==> src/rtl/phrase_vram_scheduler_pkg.sv <==
// ============================================================================
// Module      : text_pkg
// Description : Shared types and constants for the phrase-to-VRAM text path.
// Revision    : 1.0 - initial release
// ============================================================================
`default_nettype none

package text_pkg;

    typedef enum logic [1:0] {
        FIELD_NOTE = 2'd0,
        FIELD_OCT  = 2'd1,
        FIELD_VOL  = 2'd2,
        FIELD_INST = 2'd3
    } field_e;

    typedef enum logic [2:0] {
        S_IDLE  = 3'd0,
        S_FETCH = 3'd1,
        S_LOAD  = 3'd2,
        S_XLATE = 3'd3,
        S_WRITE = 3'd4
    } state_e;

    // One 16-bit character cell of a VRAM word.
    typedef struct packed {
        logic       iv;
        logic [6:0] code;
        logic [3:0] fgd;
        logic [3:0] bkg;
    } vram_half_t;

    localparam logic [6:0] CHAR_SHARP = 7'h23;
    localparam logic [6:0] CHAR_ZERO  = 7'h30;

endpackage

`default_nettype wire

==> src/rtl/phrase_vram_scheduler_rr_pick.sv <==
// ============================================================================
// Module      : rr_pick
// Description : Round-robin first-set finder, searching upward from last+1.
// Revision    : 1.0 - initial release
// ============================================================================
`default_nettype none

module rr_pick #(
    parameter int N  = 64,
    parameter int IW = 6
) (
    input  logic [N-1:0]  i_req,
    input  logic [IW-1:0] i_last,
    output logic          o_found,
    output logic [IW-1:0] o_idx
);

    logic [IW-1:0] w_start;
    logic [IW-1:0] w_cand;

    assign w_start = i_last + IW'(1);

    // N is a power of two, so the IW-bit sum wraps N-1 -> 0 on its own.
    always_comb begin
        o_found = 1'b0;
        o_idx   = '0;
        w_cand  = '0;
        for (int i = 0; i < N; i++) begin
            w_cand = w_start + IW'(i);
            if (!o_found && i_req[w_cand]) begin
                o_found = 1'b1;
                o_idx   = w_cand;
            end
        end
    end

endmodule

`default_nettype wire

==> src/rtl/phrase_vram_scheduler.sv <==
// ============================================================================
// Module      : phrase_vram_scheduler
// Description : Walks dirty phrase cells and renders their four fields to VRAM.
// Revision    : 1.0 - initial release
// ============================================================================
`default_nettype none

module phrase_vram_scheduler
    import text_pkg::*;
#(
    parameter int         N_ROWS     = 16,
    parameter int         N_CH       = 4,
    parameter logic [15:0] VRAM_BASE = 16'd0,
    parameter int         ROW_STRIDE = 40,
    parameter int         CH_STRIDE  = 5,
    parameter logic [3:0] FGD_IDX    = 4'hF,
    parameter logic [3:0] BKG_IDX    = 4'h0,
    localparam int        c_row_w    = $clog2(N_ROWS),
    localparam int        c_ch_w     = $clog2(N_CH),
    localparam int        c_cells    = N_ROWS * N_CH,
    localparam int        c_idx_w    = c_row_w + c_ch_w
) (
    input  logic               clk,
    input  logic               reset_n,
    input  logic               mark_valid,
    input  logic [c_row_w-1:0] mark_row,
    input  logic [c_ch_w-1:0]  mark_ch,
    input  logic               refresh_all,
    input  logic [c_row_w-1:0] cursor_row,
    input  logic [c_ch_w-1:0]  cursor_ch,
    input  logic [1:0]         cursor_field,
    output logic [c_idx_w-1:0] ph_addr,
    input  logic [15:0]        ph_data,
    output logic [15:0]        pc_phrase,
    output logic [1:0]         pc_sel,
    input  logic [13:0]        pc_codes,
    output logic               vram_req,
    output logic [15:0]        vram_addr,
    output logic [31:0]        vram_wdata,
    input  logic               vram_ready,
    output logic               busy,
    output logic               frame_done
);

    state_e               r_state;
    field_e               r_field;
    logic [c_cells-1:0]   r_dirty;
    logic [c_idx_w-1:0]   r_idx;
    logic [c_idx_w-1:0]   r_last;
    logic [c_idx_w-1:0]   r_ph_addr;
    logic [15:0]          r_phrase;
    logic [1:0]           r_sel;
    logic                 r_req;
    logic [15:0]          r_addr;
    logic                 r_busy;
    logic                 r_frame_done;

    logic [c_cells-1:0]   w_dirty_nxt;
    logic                 w_pick_found;
    logic [c_idx_w-1:0]   w_pick_idx;
    logic                 w_take;
    logic                 w_last_accept;
    logic                 w_active_nxt;
    logic                 w_busy_nxt;
    logic [c_row_w-1:0]   w_row;
    logic [c_ch_w-1:0]    w_ch;
    logic [15:0]          w_wr_addr;
    logic [1:0]           w_field_inc;
    logic                 w_iv;
    vram_half_t           w_lo;
    vram_half_t           w_hi;

    rr_pick #(
        .N  (c_cells),
        .IW (c_idx_w)
    ) u_rr_pick (
        .i_req   (r_dirty),
        .i_last  (r_last),
        .o_found (w_pick_found),
        .o_idx   (w_pick_idx)
    );

    assign w_take        = (r_state == S_IDLE) && w_pick_found;
    assign w_last_accept = (r_state == S_WRITE) && vram_ready && (r_field == FIELD_INST);

    // Marks are applied after the service clear so a same-cycle mark re-renders the cell.
    always_comb begin
        w_dirty_nxt = r_dirty;
        if (w_take) begin
            w_dirty_nxt[w_pick_idx] = 1'b0;
        end
        if (mark_valid) begin
            w_dirty_nxt[{mark_row, mark_ch}] = 1'b1;
        end
        if (refresh_all) begin
            w_dirty_nxt = '1;
        end
    end

    assign w_active_nxt = w_take || ((r_state != S_IDLE) && !w_last_accept);
    assign w_busy_nxt   = (|w_dirty_nxt) || w_active_nxt;

    assign w_row       = r_idx[c_idx_w-1:c_ch_w];
    assign w_ch        = r_idx[c_ch_w-1:0];
    assign w_wr_addr   = VRAM_BASE + 16'(w_row) * 16'(ROW_STRIDE)
                       + 16'(w_ch) * 16'(CH_STRIDE) + 16'(r_field);
    assign w_field_inc = 2'(r_field) + 2'd1;

    // Write data follows the datapath output directly; the datapath inputs are held
    // for the whole WRITE so the word stays stable while the port is stalled.
    assign w_iv = (r_state == S_WRITE) && ({cursor_row, cursor_ch} == r_idx)
                  && (cursor_field == 2'(r_field));
    assign w_lo = '{iv: w_iv, code: pc_codes[13:7], fgd: FGD_IDX, bkg: BKG_IDX};
    assign w_hi = '{iv: w_iv, code: pc_codes[6:0],  fgd: FGD_IDX, bkg: BKG_IDX};

    always_ff @(posedge clk) begin
        if (!reset_n) begin
            r_state      <= S_IDLE;
            r_field      <= FIELD_NOTE;
            r_dirty      <= '1;
            r_idx        <= '0;
            r_last       <= '1;
            r_ph_addr    <= '0;
            r_phrase     <= '0;
            r_sel        <= '0;
            r_req        <= 1'b0;
            r_addr       <= '0;
            r_busy       <= 1'b0;
            r_frame_done <= 1'b0;
        end else begin
            r_dirty      <= w_dirty_nxt;
            r_busy       <= w_busy_nxt;
            r_frame_done <= r_busy && !w_busy_nxt;
            case (r_state)
                S_IDLE: begin
                    if (w_take) begin
                        r_idx     <= w_pick_idx;
                        r_last    <= w_pick_idx;
                        r_ph_addr <= w_pick_idx;
                        r_state   <= S_FETCH;
                    end
                end
                S_FETCH: begin
                    r_state <= S_LOAD;
                end
                S_LOAD: begin
                    r_phrase <= ph_data;
                    r_field  <= FIELD_NOTE;
                    r_sel    <= 2'(FIELD_NOTE);
                    r_state  <= S_XLATE;
                end
                S_XLATE: begin
                    r_req   <= 1'b1;
                    r_addr  <= w_wr_addr;
                    r_state <= S_WRITE;
                end
                S_WRITE: begin
                    if (vram_ready) begin
                        r_req <= 1'b0;
                        if (r_field == FIELD_INST) begin
                            r_state <= S_IDLE;
                        end else begin
                            r_field <= field_e'(w_field_inc);
                            r_sel   <= w_field_inc;
                            r_state <= S_XLATE;
                        end
                    end
                end
                default: begin
                    r_state <= S_IDLE;
                end
            endcase
        end
    end

    assign ph_addr    = r_ph_addr;
    assign pc_phrase  = r_phrase;
    assign pc_sel     = r_sel;
    assign vram_req   = r_req;
    assign vram_addr  = r_addr;
    assign vram_wdata = (r_state == S_WRITE) ? {w_hi, w_lo} : 32'd0;
    assign busy       = r_busy;
    assign frame_done = r_frame_done;

endmodule

`default_nettype wire
==> config.mk <==
export PLATFORM = sky130hd
export DESIGN_NAME = phrase_vram_scheduler
export DESIGN_NICKNAME = d
export VERILOG_FILES = /design/src/rtl/phrase_vram_scheduler_pkg.sv /design/src/rtl/phrase_vram_scheduler_rr_pick.sv /design/src/rtl/phrase_vram_scheduler.sv
export SDC_FILE = /design/constraint.sdc
export NUM_CORES = 1
export LEC_CHECK = 0
export ABC_AREA = 1
export BUFFER_PORTS_ARGS = -buffer_cell sky130_fd_sc_hd__buf_2
export CAP_MARGIN = 15
export CELL_PAD_IN_SITES_DETAIL_PLACEMENT = 0
export CELL_PAD_IN_SITES_GLOBAL_PLACEMENT = 2
export CORE_MARGIN = 3
export CORE_UTILIZATION = 32
export DETAILED_ROUTE_END_ITERATION = 16
export GPL_TIMING_DRIVEN = 0
export PLACE_DENSITY = 0.87
export SYNTH_ARGS = -nofsm -noshare
export SYNTH_HDL_FRONTEND = slang
export SYNTH_HIERARCHICAL = 1
export SYNTH_SLANG_ARGS = --single-unit
==> constraint.sdc <==
create_clock -name clk -period 9.55 [get_ports clk]
set_clock_uncertainty 0.1 [all_clocks]
set_input_delay 0.4775 -clock clk [delete_from_list [all_inputs] [get_ports clk]]
set_output_delay 0.4775 -clock clk [all_outputs]
set_load 0.005 [all_outputs]
==> impl_metrics.prom <==
# TYPE chip_impl_metric gauge
chip_impl_metric{name="grt_antenna_before_repair",unit=""} 0
chip_impl_info{name="hp-start",value="ph_data[12]"} 1
chip_impl_info{name="synthTopCellsByArea",value="nand2_1 (22%), dfxtp_1 (14%), nand3_1 (14%)"} 1
chip_impl_metric{name="worstPathRequired",unit="ps"} 9730
chip_impl_metric{name="timing.critical_path.arrival",unit="ps"} 9350
chip_impl_metric{name="placementRows",unit=""} 80
chip_impl_info{name="regToRegStartpoint",value="r_last[0]$_SDFFE_PN1P_"} 1
chip_impl_metric{name="timing_worst_slew_pin_value",unit="ps"} 1110
chip_impl_metric{name="wl_met1",unit="um"} 34500
chip_impl_metric{name="synth_cell_types",unit=""} 55
chip_impl_metric{name="ys_seq_area_share",unit="%"} 14.3
chip_impl_info{name="synth.largest_area_cell",value="nand2_1"} 1
chip_impl_metric{name="timing.slew.headroom",unit="%"} 25.9
chip_impl_info{name="main_combinational_cell_family_by_area_after_synthesis",value="simple AND/OR/NAND/NOR gates"} 1
chip_impl_metric{name="groute.usage.overall",unit="%"} 32.4
chip_impl_metric{name="post-route-min-period",unit="ps"} 9160
chip_impl_metric{name="route.detailed.drc",unit=""} 0
chip_impl_metric{name="mappedNetlistArea",unit="um^2"} 15500
chip_impl_info{name="timing.critical_path.from_type",value="flip-flop"} 1
chip_impl_metric{name="viasPerCell",unit=""} 5.57
chip_impl_info{name="critical_path.startpoint",value="r_last[0]$_SDFFE_PN1P_"} 1
chip_impl_metric{name="area_delta_synth_final",unit="%"} 21.6
chip_impl_info{name="dominant_register_cell_in_the_synthesized_netlist",value="dfxtp_1"} 1
chip_impl_info{name="hold_class",value="input pin to flip-flop"} 1
chip_impl_metric{name="ys_ff_latch",unit=""} 111
chip_impl_metric{name="layout_worst_path_cycle_share",unit="%"} 96.0
chip_impl_metric{name="dr_wl_met3",unit="um"} 5420
chip_impl_metric{name="pin_count_of_the_biggest_net_entering_global_routing",unit=""} 18
chip_impl_metric{name="synthCells",unit=""} 2917
chip_impl_metric{name="design.core.area",unit="um^2"} 47800
chip_impl_metric{name="synth-compound-area-share",unit="%"} 10.2
chip_impl_metric{name="timing_hold_violations_final",unit=""} 0
chip_impl_info{name="cpMostUsedCell",value="nor2_1"} 1
chip_impl_metric{name="final_layout_size_suffix_gt1_share",unit="%"} 16.3
chip_impl_info{name="mostFrequentLayoutCell",value="nand2_1"} 1
chip_impl_metric{name="synth-adder-area-share",unit="%"} 2.11
chip_impl_metric{name="fmax",unit="MHz"} 109
chip_impl_metric{name="floorplan.initialDensity",unit="%"} 32.5
chip_impl_metric{name="first_iter_violations",unit=""} 2107
chip_impl_info{name="cp_max_stage_cell",value="dfxtp_4"} 1
chip_impl_info{name="timing_worst_setup_path_type",value="flip-flop to flip-flop"} 1
chip_impl_metric{name="post_synth_mux_area_share",unit="%"} 0.129
chip_impl_info{name="route.top_layer_used",value="met4"} 1
chip_impl_metric{name="antenna_cell_count",unit=""} 0
chip_impl_metric{name="cts_buffers",unit=""} 9
chip_impl_metric{name="htree_num_levels",unit=""} 3
chip_impl_metric{name="detail_route.wl_per_cell",unit="um"} 23.0
chip_impl_metric{name="timing.final.setup_violations",unit=""} 0
chip_impl_metric{name="finalNetCount",unit=""} 3184
chip_impl_metric{name="grt_pass1_vias",unit=""} 18800
chip_impl_info{name="outcome",value="finished clean"} 1
chip_impl_metric{name="clock_insertion_delay_worst_skew",unit="ps"} 380
chip_impl_metric{name="fp.dieH",unit="um"} 226
chip_impl_metric{name="synth_xor_area_share",unit="%"} 3.95
chip_impl_info{name="end_kind",value="flip-flop"} 1
chip_impl_metric{name="design.die.area",unit="um^2"} 51200
chip_impl_metric{name="synth_top_area_share",unit="%"} 22.2
chip_impl_metric{name="pin_count",unit=""} 124
chip_impl_metric{name="drt_wl_total",unit="um"} 85700
chip_impl_metric{name="placement.io_buffers",unit=""} 105
chip_impl_metric{name="timing.final.max_slew_violations",unit=""} 0
chip_impl_metric{name="firstDrtPassIters",unit=""} 5
chip_impl_metric{name="layout.filler_cells",unit=""} 5412
chip_impl_metric{name="die_width",unit="um"} 226
chip_impl_metric{name="multiInputGateArea",unit="um^2"} 12500
chip_impl_metric{name="synth_enable_flop_cells",unit=""} 0
chip_impl_metric{name="crit_fanout",unit=""} 10
chip_impl_metric{name="clock_path_buffers",unit=""} 2
chip_impl_metric{name="clk_pin_slew",unit="ps"} 80
chip_impl_metric{name="route.vias.total",unit=""} 20800
chip_impl_metric{name="gpl.final_weighted_congestion",unit=""} 1.00
chip_impl_metric{name="antenna_left",unit=""} 0
chip_impl_info{name="master_cell_of_the_clock_root_buffer",value="clkbuf_16"} 1
chip_impl_metric{name="worst_hold_slack",unit="ps"} 251
chip_impl_metric{name="maxCapViolations",unit=""} 0
chip_impl_metric{name="grt_pass1_wl",unit="um"} 123000
chip_impl_metric{name="wl_met2",unit="um"} 39100
chip_impl_metric{name="cts_sinks",unit=""} 111
chip_impl_info{name="clock_tree_from_tritoncts",value="built"} 1
chip_impl_metric{name="async_reset_ff_share",unit="%"} 0
chip_impl_metric{name="placed_wire_length_estimate_after_detailed_placement",unit="um"} 68600
chip_impl_metric{name="cp_slowest_stage_delay",unit="ps"} 440
chip_impl_metric{name="synth-simple-area-share",unit="%"} 58.1
chip_impl_metric{name="ff_latch_area",unit="um^2"} 2230
chip_impl_metric{name="synthesis.area_per_instance",unit="um^2"} 5.33
chip_impl_metric{name="grt_overflow",unit=""} 0
chip_impl_metric{name="synth.yosys.warnings",unit=""} 6
chip_impl_metric{name="post_cts_hold_buffer_count",unit=""} 0
chip_impl_info{name="final_cell_mix",value="nand2_1 (896), nor2_1 (421), nand3_1 (415)"} 1
synth_stat cells, types with 3 or more instances:
library cell  count
dfxtp_1         111
clkbuf_1         52
nor2_2            5
nor4_1            5
o21ai_0         136
nor2_1          437
nand2_2          19
nand4_2          11
nand3b_1         12
nor2_4           14
xor2_1           43
buf_2            43
a311oi_1          3
o2111ai_1         5
ha_1             23
buf_6             9
inv_1           230
o21bai_1          4
inv_2            23
nand2_1         919
nor3_1            4
buf_1             7
xor2_2            5
a21oi_1          70
o21ai_2           3
a31oi_1          20
buf_4            31
o21ai_1          27
xnor2_1          11
or2_2             6
a31o_2            3
nand4_4           5
o21a_1            7
nand4_1         141
nand3_1         443
final cells by class:
| cell class | count | share of cell area (%) |
|---|---|---|
| clock buffer | 12 | 1.30 |
| multi-input combinational | 2421 | 66.3 |
| buffer | 141 | 5.31 |
| tap | 615 | 4.07 |
| clock inverter | 4 | 0.285 |
| inverter | 254 | 5.21 |
| sequential | 111 | 11.8 |
| timing repair buffer | 172 | 5.68 |
final timing paths:
check                                                  end  slack, ps  depth (start not counted)
worst max register to register             busy$_SDFF_PN0_        390                         67
worst max-delay path                       busy$_SDFF_PN0_        390                         67
worst min register to register       frame_done$_SDFF_PN0_        330                          2
worst min-delay path            pc_phrase[12]$_SDFFE_PN0N_        250                          3
per-layer routing:
| metal | GRT usage, % | vias to the layer above |
|---|---|---|
| met2 | 53.4 | 943 |
| met3 | 3.46 | 237 |
| met4 | 22.0 | 0 |
| met1 | 39.9 | 9626 |
| li1 | - | 9952 |
| met5 | 0 | - |
stage by stage:
step / cells / instance area (um^2) / TNS [ps] / worst slack, ps / utilization (%)
CTS: 3698 / 18000 / 0 / 5.83 / 37.6
finish: 3730 / 18900 / 0 / 385 / 39.5
global placement: 3649 / 16900 / -108040 / -2330 / 35.3
detailed placement: 3649 / 16900 / -110090 / -2340 / 35.3
floorplan: 2929 / 15600 / 0 / 1510 / -
global route: 3730 / 18900 / -60.6 / -57.0 / 39.5
state kept, by name (all words and copies together), names as in the netlist:
register and flops:
busy 1, r_dirty 64, r_last 6, vram_req 1
pc_sel 2, vram_addr 11, pc_phrase 16, r_state 3
ph_addr 6, frame_done 1
worst max-delay path: cells and delay by family, from the launching register on:
family | cells | cell delay, ps
buffers and inverters | 9 | 1160
and+or+nand+nor | 53 | 6260
DFF | 1 | 440
adders and majority gates | 2 | 400
xor gates and xnor gates | 1 | 340
AOI/OAI and AO/OA | 2 | 350
kinds of logic (layout without fill, tap and decap cells):
family	count (synthesis)	in the layout
AOI/OAI and AO/OA	288	288
and+or+nand+nor	2031	2031
muxes	2	2
adders and majority gates	25	25
other	1	13
buffers and inverters	397	583
xor gates and xnor gates	62	62
DFF	111	111
repair_timing:
| item | 4_1_cts | 5_1_grt |
|---|---|---|
| pin swaps | 31 | 52 |
| resized for setup | 138 | 184 |
| endpoints found under the setup margin | 80 | 45 |
| buffers inserted | 33 | 31 |
| cloned | 0 | 3 |
Power is left out: the tool's default activity adds up to more than one toggle a clock period on the data nets, which glitch-free logic cannot reach.
